==> config.mk <==
export PLATFORM = sky130hd
export DESIGN_NAME = e6_out_logger
export DESIGN_NICKNAME = d
export VERILOG_FILES = /design/src/rtl/e6_out_logger.sv
export SDC_FILE = /design/constraint.sdc
export NUM_CORES = 1
export LEC_CHECK = 0
export CAP_MARGIN = 5
export CORE_ASPECT_RATIO = 1.2
export CORE_MARGIN = 4
export CORE_UTILIZATION = 42
export CTS_CLUSTER_DIAMETER = 50
export DETAILED_ROUTE_END_ITERATION = 7
export MAX_ROUTING_LAYER = met4
export SYNTH_ARGS = -nofsm -noshare
export SYNTH_HDL_FRONTEND = slang
export SYNTH_SLANG_ARGS = --single-unit
export TNS_END_PERCENT = 100
==> constraint.sdc <==
create_clock -name clk -period 12.55 [get_ports clk]
set_input_delay 1.8825 -clock clk [delete_from_list [all_inputs] [get_ports clk]]
set_output_delay 1.8825 -clock clk [all_outputs]
set_load 0.05 [all_outputs]
==> src/rtl/e6_out_logger.sv <==
// ---------------------------------------------------------------------------
// e6_out_logger
//
// Watches the e6 controller's output vector (y20..y1) and:
//   * logs every cycle in which the vector changes, together with a 16-bit
//     cycle stamp, into a show-ahead FIFO drained by a host over valid/ready;
//   * compacts every sampled vector into a 16-bit MISR signature, so golden
//     and suspect controllers can be compared without reading the full trace.
//
// Ports:
//   clk       in   clock, all state changes on posedge
//   rst       in   asynchronous active-high reset
//   clr       in   synchronous clear, same effect as rst, wins over all else
//   en        in   sample enable; low freezes stamp, MISR, counters, prev_y
//   y_in      in   [W-1:0] controller output vector (stable at posedge)
//   rd_valid  out  FIFO head valid (FIFO not empty)
//   rd_ready  in   host accepts head entry
//   rd_data   out  [W-1:0] logged vector at FIFO head (0 when empty)
//   rd_stamp  out  [15:0] cycle stamp of head entry (0 when empty)
//   sig       out  [15:0] current MISR signature
//   evt_cnt   out  [15:0] change events detected, wraps
//   ovf_cnt   out  [7:0] dropped events, saturates at 255
//   halted    out  high while logging is halted after an overflow
//   full      out  FIFO holds DEPTH entries
// ---------------------------------------------------------------------------
module e6_out_logger #(
    parameter int          W           = 20,
    parameter int          DEPTH       = 8,
    parameter logic [15:0] POLY        = 16'h1021,
    parameter int          HALT_ON_OVF = 1
) (
    input  logic         clk,
    input  logic         rst,
    input  logic         clr,
    input  logic         en,
    input  logic [W-1:0] y_in,
    output logic         rd_valid,
    input  logic         rd_ready,
    output logic [W-1:0] rd_data,
    output logic [15:0]  rd_stamp,
    output logic [15:0]  sig,
    output logic [15:0]  evt_cnt,
    output logic [7:0]   ovf_cnt,
    output logic         halted,
    output logic         full
);

    localparam int AW = $clog2(DEPTH);

    typedef enum logic [0:0] {
        ST_RUN  = 1'b0,
        ST_HALT = 1'b1
    } state_t;

    // One MISR step: shift with polynomial feedback, then xor in the vector
    // folded down to 16 bits (bits above 15 wrap onto the low bits).
    function automatic logic [15:0] misr_step(input logic [15:0] s,
                                              input logic [W-1:0] y);
        logic [15:0] fold;
        fold = 16'h0000;
        for (int i = 0; i < W; i++) begin
            fold[i % 16] = fold[i % 16] ^ y[i];
        end
        misr_step = ({s[14:0], 1'b0} ^ (s[15] ? POLY : 16'h0000)) ^ fold;
    endfunction

    state_t          state_r;
    state_t          state_s;
    logic [W-1:0]    prev_y_r;
    logic [15:0]     stamp_r;
    logic [15:0]     sig_r;
    logic [15:0]     evt_cnt_r;
    logic [7:0]      ovf_cnt_r;
    logic [AW:0]     wr_ptr_r;
    logic [AW:0]     rd_ptr_r;
    logic [W-1:0]    mem_data_r  [DEPTH];
    logic [15:0]     mem_stamp_r [DEPTH];

    logic            event_s;
    logic            empty_s;
    logic            full_s;
    logic            pop_s;
    logic            push_s;
    logic            drop_s;
    logic [AW-1:0]   wr_idx_s;
    logic [AW-1:0]   rd_idx_s;

    assign wr_idx_s = wr_ptr_r[AW-1:0];
    assign rd_idx_s = rd_ptr_r[AW-1:0];

    // Pointers carry one extra wrap bit: equal pointers mean empty, equal
    // index with differing wrap bit means full.
    assign empty_s  = (wr_ptr_r == rd_ptr_r);
    assign full_s   = (wr_ptr_r[AW] != rd_ptr_r[AW]) &&
                      (wr_ptr_r[AW-1:0] == rd_ptr_r[AW-1:0]);

    assign event_s  = en && (y_in != prev_y_r);

    // Draining is independent of en and of the halt state; a ready while
    // empty does nothing.
    assign pop_s    = (!empty_s) && rd_ready;

    // Next-state logic plus push/drop decisions for the current event.
    always_comb begin
        state_s = state_r;
        push_s  = 1'b0;
        drop_s  = 1'b0;
        case (state_r)
            ST_RUN: begin
                if (event_s) begin
                    // A full FIFO can still accept when the head leaves
                    // in the same cycle.
                    if (!full_s || pop_s) begin
                        push_s  = 1'b1;
                        state_s = ST_RUN;
                    end else begin
                        drop_s = 1'b1;
                        if (HALT_ON_OVF != 0) begin
                            state_s = ST_HALT;
                        end else begin
                            state_s = ST_RUN;
                        end
                    end
                end else begin
                    state_s = ST_RUN;
                end
            end
            ST_HALT: begin
                // Only clr or rst leave HALT.
                state_s = ST_HALT;
            end
            default: begin
                state_s = ST_RUN;
            end
        endcase
    end

    // Control state: FSM, stamp, MISR, counters, previous vector, pointers.
    always_ff @(posedge clk or posedge rst) begin
        if (rst) begin
            state_r   <= ST_RUN;
            prev_y_r  <= {W{1'b0}};
            stamp_r   <= 16'h0000;
            sig_r     <= 16'hFFFF;
            evt_cnt_r <= 16'h0000;
            ovf_cnt_r <= 8'h00;
            wr_ptr_r  <= {(AW+1){1'b0}};
            rd_ptr_r  <= {(AW+1){1'b0}};
        end else if (clr) begin
            state_r   <= ST_RUN;
            prev_y_r  <= {W{1'b0}};
            stamp_r   <= 16'h0000;
            sig_r     <= 16'hFFFF;
            evt_cnt_r <= 16'h0000;
            ovf_cnt_r <= 8'h00;
            wr_ptr_r  <= {(AW+1){1'b0}};
            rd_ptr_r  <= {(AW+1){1'b0}};
        end else begin
            state_r <= state_s;
            if (en) begin
                // prev_y follows every sampled vector, even dropped or
                // halted events, so each event is a true change.
                prev_y_r <= y_in;
                stamp_r  <= stamp_r + 16'd1;
                sig_r    <= misr_step(sig_r, y_in);
            end
            if (event_s) begin
                evt_cnt_r <= evt_cnt_r + 16'd1;
            end
            if (drop_s && (ovf_cnt_r != 8'hFF)) begin
                ovf_cnt_r <= ovf_cnt_r + 8'd1;
            end
            if (push_s) begin
                wr_ptr_r <= wr_ptr_r + {{AW{1'b0}}, 1'b1};
            end
            if (pop_s) begin
                rd_ptr_r <= rd_ptr_r + {{AW{1'b0}}, 1'b1};
            end
        end
    end

    // FIFO storage; contents need no reset because the empty flag masks
    // the head outputs.
    always_ff @(posedge clk) begin
        if (push_s && !clr && !rst) begin
            mem_data_r[wr_idx_s]  <= y_in;
            // Entry carries the stamp value from before this cycle's increment.
            mem_stamp_r[wr_idx_s] <= stamp_r;
        end
    end

    // Show-ahead head outputs, forced to zero while empty.
    always_comb begin
        if (empty_s) begin
            rd_data  = {W{1'b0}};
            rd_stamp = 16'h0000;
        end else begin
            rd_data  = mem_data_r[rd_idx_s];
            rd_stamp = mem_stamp_r[rd_idx_s];
        end
    end

    assign rd_valid = !empty_s;
    assign full     = full_s;
    assign halted   = (state_r == ST_HALT);
    assign sig      = sig_r;
    assign evt_cnt  = evt_cnt_r;
    assign ovf_cnt  = ovf_cnt_r;

endmodule
### Word-level counts from Yosys, hierarchy flattened

Memories as Yosys holds them, arrays and structs flattened.
Index checks and enable logic that the tools add are counted.

* output and inout bits: 79
* input bits: 25
* memories kept: 2
* bits in writable memories: 288
* logic and storage cells: 70
* flip-flop bits (word level): 85

Memory list
* mem_data_r: depth 8, width 20, rd ports 1, clocked after memory_dff 0, write ports 1, line 76 `logic [W-1:0] mem_data_r [DEPTH];`
* mem_stamp_r: depth 8, width 16, rd ports 1, clocked after memory_dff 0, write ports 1, line 77 `logic [15:0] mem_stamp_r [DEPTH];`

* equality and inequality tests: 5
* muxes and demuxes: 27
* bitwise gates (word level): 7
* add/sub/neg operators: 5
* reductions and logical operators: 16

Operator list (count)
* two-way mux 16 bit: 7
* two-way mux 20 bit: 3
* adder 16 x 1 -> 16 bit (second input constant): 2
* != test 20 bit: 1
* two-way mux 4 bit: 4
* two-way mux 8 bit: 2
* bitwise XOR 16 x 13 -> 16 bit: 1
* bitwise XOR 16 bit: 1
* two-way mux 13 bit: 1
* nonzero test 2 bit: 5
* two-way mux 1 bit: 9
* adder 4 x 1 -> 4 bit (second input constant): 2
* adder 8 x 1 -> 8 bit (second input constant): 1
* != test 8 bit (second input constant): 1
* logical AND 1 bit: 6
* equality test 4 bit: 1
* zero test 1 bit: 4
* bitwise XOR 1 bit: 4
* equality test 3 bit: 1
* one-hot mux 1 bit (2 select lines): 1
* logical OR 1 bit: 1
* != test 1 bit: 1
* inverter 1 bit: 1

### Depth between registers and ports, before layout

Gate-level depths: netlist of the first run.

* depth in word-level cells: 11
* mapped depth: 8
* gate-level depth less buffers: 7

### Worst setup path before layout of the first run

OpenSTA, ideal clock, no wires.

* kind: input to register
* start point: input y_in[19]
* end point: memory mem_data_r[6][0] (enable)
* arrival: 5647 ps
* slack: 6422 ps
* library setup time: 482 ps
* path buffers: 1
* cell stages on the path: 7
* cell sequence: xor2_1 > nor4_1 > nand3_1 > o21a_1 > clkbuf_1 > nand4_1 > nor3b_1

* cells in the longest elaborated chain, start to end: 8

Ends and longest elaborated chain
* start, declared: line 36 `input logic [W-1:0] y_in,`
* != test 20 bit: line 97 `assign event_s = en && (y_in != prev_y_r);`
* logical AND 1 bit: line 97
* two-way mux 1 bit: line 110 `if (event_s) begin`
* two-way mux 1 bit: line 108 `case (state_r)`
* logical AND 1 bit (2 in series): line 185 `if (push_s && !clr && !rst) begin`
* two-way mux 1 bit: line 185
* two-way mux 1 bit (not written as such): line 186 `mem_data_r[wr_idx_s] <= y_in;`
* end, declared: line 76

No other way between the ends.

### Worst setup path in the final report of the first run

* start point: register rd_ptr_r[1]
* end point: output rd_data[18]

* cells in the longest elaborated chain, start to end: 2
* elaborated cells on any way between the ends: 3
* those cells by class: eq/ne (1); mux (1); memory (1)

Ends and longest elaborated chain
* start, declared: line 75 `logic [AW:0] rd_ptr_r;`
* start signal, assigned: line 148 `rd_ptr_r <= {(AW+1){1'b0}};`
* start signal, assigned: line 157 `rd_ptr_r <= {(AW+1){1'b0}};`
* start signal, assigned: line 177 `rd_ptr_r <= rd_ptr_r + {{AW{1'b0}}, 1'b1};`
* memory read (8 x 20 bit) or equality test 4 bit (tied branches)
* two-way mux 20 bit *: line 194 `if (empty_s) begin`
* end, declared: line 39 `output logic [W-1:0] rd_data,`

Mark *: on every way between the ends. The rest lies on a longest branch, timed or not.

==> results.md, run 1 <==
* Status: complete, no violations
* Via count at 8175
* Slew of the pin with the lowest slew margin at 0.985 ns
* Crit path kind: reg2out
* Most common cell on crit path: buf_4
* Critical Path RT at ~11 ns
* Hold Vio Cnt, Final at 0
* Distinct cells, synth at 44
* Crit-path max cell delay at roughly 0.99 ns
* Peak Freq at 0.167 GHz
* Largest net degree at the start of global routing at 66
* Routed Wire Length at 32.9 mm
* Synthesized netlist cell count at approximately 920
* Final hold slack at 0.538 ns
* Post-route setup TNS at 0 ns
* # fillers at 2982
* Wire per inst at 21.4 microns
* Worst Hold Class: reg2reg
* Top_reg_cell synth: edfxtp_1
* Final Max Tran Viols at 0
* Reg clk slew, reported paths at roughly 0.060 ns
* Crit path time final at 5.98 ns
* CTS buffer count at 41
* Share of the synthesized area in the top cell type at 56.3%
* RePlAce Congestion at ~0.76
* #FFs+latches synth at 373
* H-tree depth at 2
* Final ANT Viol Nets at 0
* Worst skew pair latency at 0.54 ns
* Post-DR vias/cell at around 5.3
* Hold-fix buffer count after cts at 0
* Worst VDD drop at 84.1 uV
* Startpoint Class: flip-flop
* Port Buffers at 103
* WP data arrival at about 4 ns
* Post-CTS sizing at 0
* Dpl hpwl at 18.6 mm
* Total GRT Usage at 17.4%
* Final nets at 1064
* Pwr/cell area at 163 mW/mm^2
* Final setup viols at 0
* Max clock buf depth at 3
* Internal power at 2.19 mW
* Clk network pwr share at 38.2%
* Lkg Pwr at 6.20 nW
* # DRC at 0
* # clock sinks at ~370
* Share of post-route cells with drive strength above 1 at 19.0%
* Vias in the first global route at approximately 8500
* Sequential share of the synthesized area at 70.3%
* Worst-path maximum fanout at 39
* Biggest area consumer among synthesized cells: edfxtp_1
* Crit-path cells: buf_4 -> xor2_1 -> nor4b_2 -> buf_4 -> nor2_1 -> clkdlybuf4s50_1
* Syn Area/Cell at 16.7 sq um
* CTS tree: done
* Layout Skew at between 0.02 and 0.025 ns
* Tcrit/Tclk final at 47.7%
* Drt first pass iters at 4
* I/O pin count at 104
* Psw at 0.799 mW
* Syn. warnings at 0
* Row count at 76
* Syn Nets at 948
* Post-synth EDFFs at between 200 and 300
* Comb pwr share at 15.6%
* Ys async rst share at a little under a quarter
* Postcts setup bufs at 0
* Drt initial violations at 494
* Die height at between 200 and 250 microns
* Top cells by area, synth: edfxtp_1 (56%), dfrtp_1 (11%), mux4_2 (11%)
* Root Driver: clkbuf_16
* Global-route wire length before repair at 51.7 mm
* Switch share at 26.8%
* Endpoint class of the critical path: output port
* P&R area growth vs syn at 18.9%
* Max-cap violations at 0
* Post-Syn Area at 0.0154 sq mm
* Core area at 0.0360 sq mm
* Total congestion overflow at 0
* Initial antenna violation count at 1
* Die X at between 150 and 200 microns
* CP max stage cell: dfrtp_2
* Initial Util at 42.6%
* RSZ-0062 raised after global routing: no
* Reg power frac at between 40% and 50%
* Die Area at around 0.040 sq mm
* Slew Limit Headroom at 34.3%
-- power groups by stage --
stage | sequential, mW | clock (mW) | combinational [mW]
after floorplan | 1.40 | 0 | 0.327
after global placement | 1.40 | 0 | 0.473
after detailed placement | 1.41 | 0 | 0.475
after CTS | 1.38 | 1.17 | 0.476
after global routing | 1.38 | 1.23 | 0.497
final | 1.38 | 1.14 | 0.466
-- state kept, by name, summed over array words and instances (netlist names) --
signal / cells
mem_data_r: 160
halted: 1
sig: 16
mem_stamp_r: 128
wr_ptr_r: 4
prev_y_r: 20
evt_cnt: 16
rd_ptr_r: 4
ovf_cnt: 8
stamp_r: 16
-- area by class of cell --
class	instances	area (sq um)	area share (%)
Multi-Input combinational cell	489	4390	24.0
Clock inverter	23	190	1.04
Tap cell	468	586	3.21
Clock buffer	53	1110	6.08
Antenna cell	1	2.50	0.0137
Inverter	8	31.3	0.171
Timing Repair Buffer	121	1160	6.33
Sequential cell	373	10800	59.1
-- Yosys cell counts (all sizes together) (3+ instances only) --
| cell type | n |
|---|---|
| inv | 8 |
| a21oi | 37 |
| o211ai | 3 |
| mux4 | 72 |
| dfstp | 16 |
| dfrtp | 69 |
| or2 | 17 |
| nor2b | 5 |
| buf | 24 |
| nor4 | 6 |
| or4 | 11 |
| clkbuf | 24 |
| nor2 | 107 |
| nand3 | 18 |
| o21ai | 10 |
| and3 | 3 |
| edfxtp | 288 |
| ha | 5 |
| nand2 | 19 |
| nor3 | 10 |
| xor2 | 44 |
| xnor2 | 24 |
| or3 | 5 |
| o31ai | 11 |
| nand4 | 10 |
| mux2i | 59 |
-- cells by family (layout without fill, tap and decap cells) --
logic type,Yosys count,in the layout,synth area share (%)
flip-flops,373,373,70.3
XOR/XNOR,68,68,3.88
other,0,1,0
multiplexers,132,132,14.5
AO/OA/AOI/OAI,67,67,2.60
AND/OR/NAND/NOR,217,217,6.88
adder cells (fa/ha/maj),5,5,0.407
buffers and inverters,56,205,1.50
-- per-stage QoR --
step / instance area (sq um) / std cells / setup slack [ns] / util (%) / total power [mW]
4_1_cts: 18300 / 1535 / 6.45 / 50.7 / 3.03
6_report: 18300 / 1536 / 6.57 / 50.7 / 2.99
2_1_floorplan: 15400 / 918 / 6.42 / - / 1.73
3_3_place_gp: 17000 / 1459 / 7.07 / 47.1 / 1.88
5_1_grt: 18300 / 1536 / 6.29 / 50.7 / 3.11
3_5_place_dp: 17000 / 1459 / 7.04 / 47.1 / 1.88
-- layout by cell type (no fill, tap or decap), drive strengths merged, types with 6 or more instances in the layout --
cell type	count
edfxtp	288
nor2	107
clkdlybuf4s50	101
mux4	72
dfrtp	69
mux2i	59
clkbuf	53
xor2	44
a21oi	37
xnor2	24
buf	20
clkinv	20
nand2	19
nand3	18
or2	17
dfstp	16
o31ai	11
or4	11
nand4	10
o21ai	10
nor3	10
inv	9
nor4	6
-- worst paths after layout --
check | end | depth (start not counted) | from | slack (ns)
max reg2reg | mem_stamp_r[3][5]$_DFFE_PP_ | 8 | rd_ptr_r[1]$_DFFE_PP0P_ | 8.47
max | rd_data[18] | 6 | rd_ptr_r[1]$_DFFE_PP0P_ | 6.57
min | prev_y_r[18]$_DFFE_PP0P_ | 2 | prev_y_r[18]$_DFFE_PP0P_ | 0.54
max in group asynchronous | rd_ptr_r[0]$_DFFE_PP0P_ | 3 | rst | 9.51
min in group asynchronous | halted$_DFF_PP0_ | 2 | rst | 1.92
min reg2reg | prev_y_r[18]$_DFFE_PP0P_ | 2 | prev_y_r[18]$_DFFE_PP0P_ | 0.54
-- critical path, delay by kind of cell (launching register included) --
family	cells	cell delay [ns]
simple gates	2	0.39
buf+inv	3	1.90
xor+xnor	1	0.25
flops	1	0.99
-- routing by layer --
metal / track usage [%] / vias up / routed length, microns
met5: - / - / 0
met4: 4.03 / 0 / 514
met3: 3.45 / 44 / 1630
met2: 26.7 / 184 / 15600
met1: 24.3 / 4191 / 15100
li1: - / 3756 / -
Power figures use the tool's default switching activity.
==> run 2: changes to the inputs <==
Clock period 12.55 ns to 6.1 ns, I/O delays scaled along.
==> results.md, run 2 (synthesis results as in run 1) <==
* Status: complete, no violations
* Switch share at between 20% and 30%
* Worst slack at placement at approximately 1.6 ns
* Leading cell type in the layout, fill and taps excluded: edfxtp_1
* Core area at 0.0360 sq mm
* Port Buffers at roughly 100
* Largest net degree at the start of global routing at 65
* Dpl hpwl at 19.4 mm
* Root Driver: clkbuf_16
* PnR worst setup slack at between 1.5 and 2 ns
* Drt first pass iters at 5
* Share of post-route cells with drive strength above 1 at 19.5%
* Layout Skew at 0.0134 ns
* Crit-path max cell delay at about 0.7 ns
* Final Max Tran Viols at 0
* Worst-path maximum fanout at 55
* Crit path kind: reg2out
* Worst VDD drop at 159 uV
* Total congestion overflow at 0
* Lkg Pwr at 6.22 nW
* Reg power frac at 45.8%
* CP max stage cell: dfrtp_4
* Critical Path RT at 5.18 ns
* Final hold slack at 0.544 ns
* Max-cap violations at 0
* Post-CTS sizing at 0
* Row count at 76
* Die X at 183 microns
* Tcrit/Tclk final at between 70% and 80%
* Slew of the pin with the lowest slew margin at 0.911 ns
* H-tree depth at 2
* Worst skew pair latency at between 0.5 and 0.6 ns
* RSZ-0062 raised after global routing: no
* I/O pin count at 104
* # clock sinks at 373
* Endpoint class of the critical path: output port
* P&R area growth vs syn at 19.3%
* Psw at 1.60 mW
* Via count at just over 8000
* Final ANT Viol Nets at 0
* Pwr/cell area at 338 mW/mm^2
* Peak Freq at 0.233 GHz
* Crit path time final at 4.28 ns
* Die Area at 0.0397 sq mm
* Final nets at 1067
* Max FFs per register at 160
* Routed Wire Length at ~33 mm
* Worst Hold Class: reg2reg
* Global-route wire length before repair at approximately 52 mm
* CTS buffer count at 39
* Comb pwr share at 15.8%
* Drt initial violations at 573
* Final setup viols at 0
* Total GRT Usage at 17.6%
* Post-route setup TNS at 0 ns
* Startpoint Class: flip-flop
* Max clock buf depth at 3
* Power Total at 6.19 mW
* Design area at 0.0183 sq mm
* RePlAce Congestion at around 0.78
* Hold-fix buffer count after cts at 0
* Slew Limit Headroom at 39.1%
* Vias in the first global route at 8733
* Initial antenna violation count at 1
* Wire per inst at 21.8 microns
* Initial Util at 42.6%
* Placed instance area at 0.0170 sq mm
* Largest regs: mem_data_r x160, mem_stamp_r x128, prev_y_r x20
* WP data arrival at ~3.4 ns
* Most frequent cells in the layout: edfxtp_1 (288), nor2_1 (104), clkdlybuf4s50_1 (101)
* CTS tree: done
* # DRC at 0
* Internal power at 4.59 mW
* Most flop-heavy register: mem_data_r
* Postcts setup bufs at 0
* Die height at 218 microns
* Clk network pwr share at roughly two fifths
* Crit-path cells: buf_12 -> mux4_2 -> mux2i_1 -> nor2_1 -> clkdlybuf4s50_1
* Post-DR vias/cell at 5.36
* Reg clk slew, reported paths at 0.06 ns
* Hold Vio Cnt, Final at 0
==> run 2: cell types whose count changed in the layout (fill, tap and decap cells not counted), moves of 3 or more <==
| cell | change |
|---|---|
| clkinv_1 | -4 |
| bufinv_16 | +3 |
| clkinv_8 | -4 |
| clkinvlp_4 | +3 |
| buf_4 | +4 |
==> run 2: per-stage QoR <==
stage / std cells / util (%)
6_report: 1536 / 50.8
5_1_grt: 1536 / 50.8
4_1_cts: 1535 / 50.8
3_5_place_dp: 1464 / 47.2
3_3_place_gp: 1464 / 47.2
2_1_floorplan: 918 / -
==> run 2: routing by layer <==
layer	vias to the layer above	part of all wire, %	global-route usage [%]
met3	45	5.4	3.57
li1	3745	-	-
met5	-	0	-
met4	0	1.7	3.83
met1	4260	44	24.2
met2	184	48	27.8
==> run 2: critical path, delay by kind of cell (launching register included) <==
kind / cells / cell delay, ns
buffers and inverters: 2 / 1.17
DFF: 1 / 0.72
muxes: 2 / 0.85
and+or+nand+nor: 1 / 0.08
==> run 2: path summary, 6_finish.rpt <==
kind | startpoint | endpoint | slack (ns) | depth (start not counted)
max | rd_ptr_r[0]$_DFFE_PP0P_ | rd_stamp[1] | 1.82 | 5
min | prev_y_r[11]$_DFFE_PP0P_ | prev_y_r[11]$_DFFE_PP0P_ | 0.54 | 2
max reg2reg | rd_ptr_r[1]$_DFFE_PP0P_ | mem_stamp_r[2][1]$_DFFE_PP_ | 2.67 | 7
min reg2reg | prev_y_r[11]$_DFFE_PP0P_ | prev_y_r[11]$_DFFE_PP0P_ | 0.54 | 2
max in group asynchronous | rst | prev_y_r[17]$_DFFE_PP0P_ | 4.05 | 3
min in group asynchronous | rst | stamp_r[2]$_DFFE_PP0P_ | 0.93 | 2
==> run 2: cell type report <==
class | instances | area, sq um
Inverter | 8 | 31.3
Clock buffer | 51 | 1090
Timing Repair Buffer | 126 | 1210
Sequential cell | 373 | 10800
Clock inverter | 20 | 210
Multi-Input combinational cell | 489 | 4390
Tap cell | 468 | 586
Antenna cell | 1 | 2.50
Fill cell | 2953 | 17700
==> run 2: power groups by stage <==
stage          combinational (mW)  sequential, mW  clock, mW
4_1_cts                      1.00            2.84       2.43
3_3_place_gp                0.994            2.89          0
2_1_floorplan               0.673            2.88          0
3_5_place_dp                0.997            2.89          0
6_report                    0.977            2.83       2.38
5_1_grt                      1.05            2.84       2.55
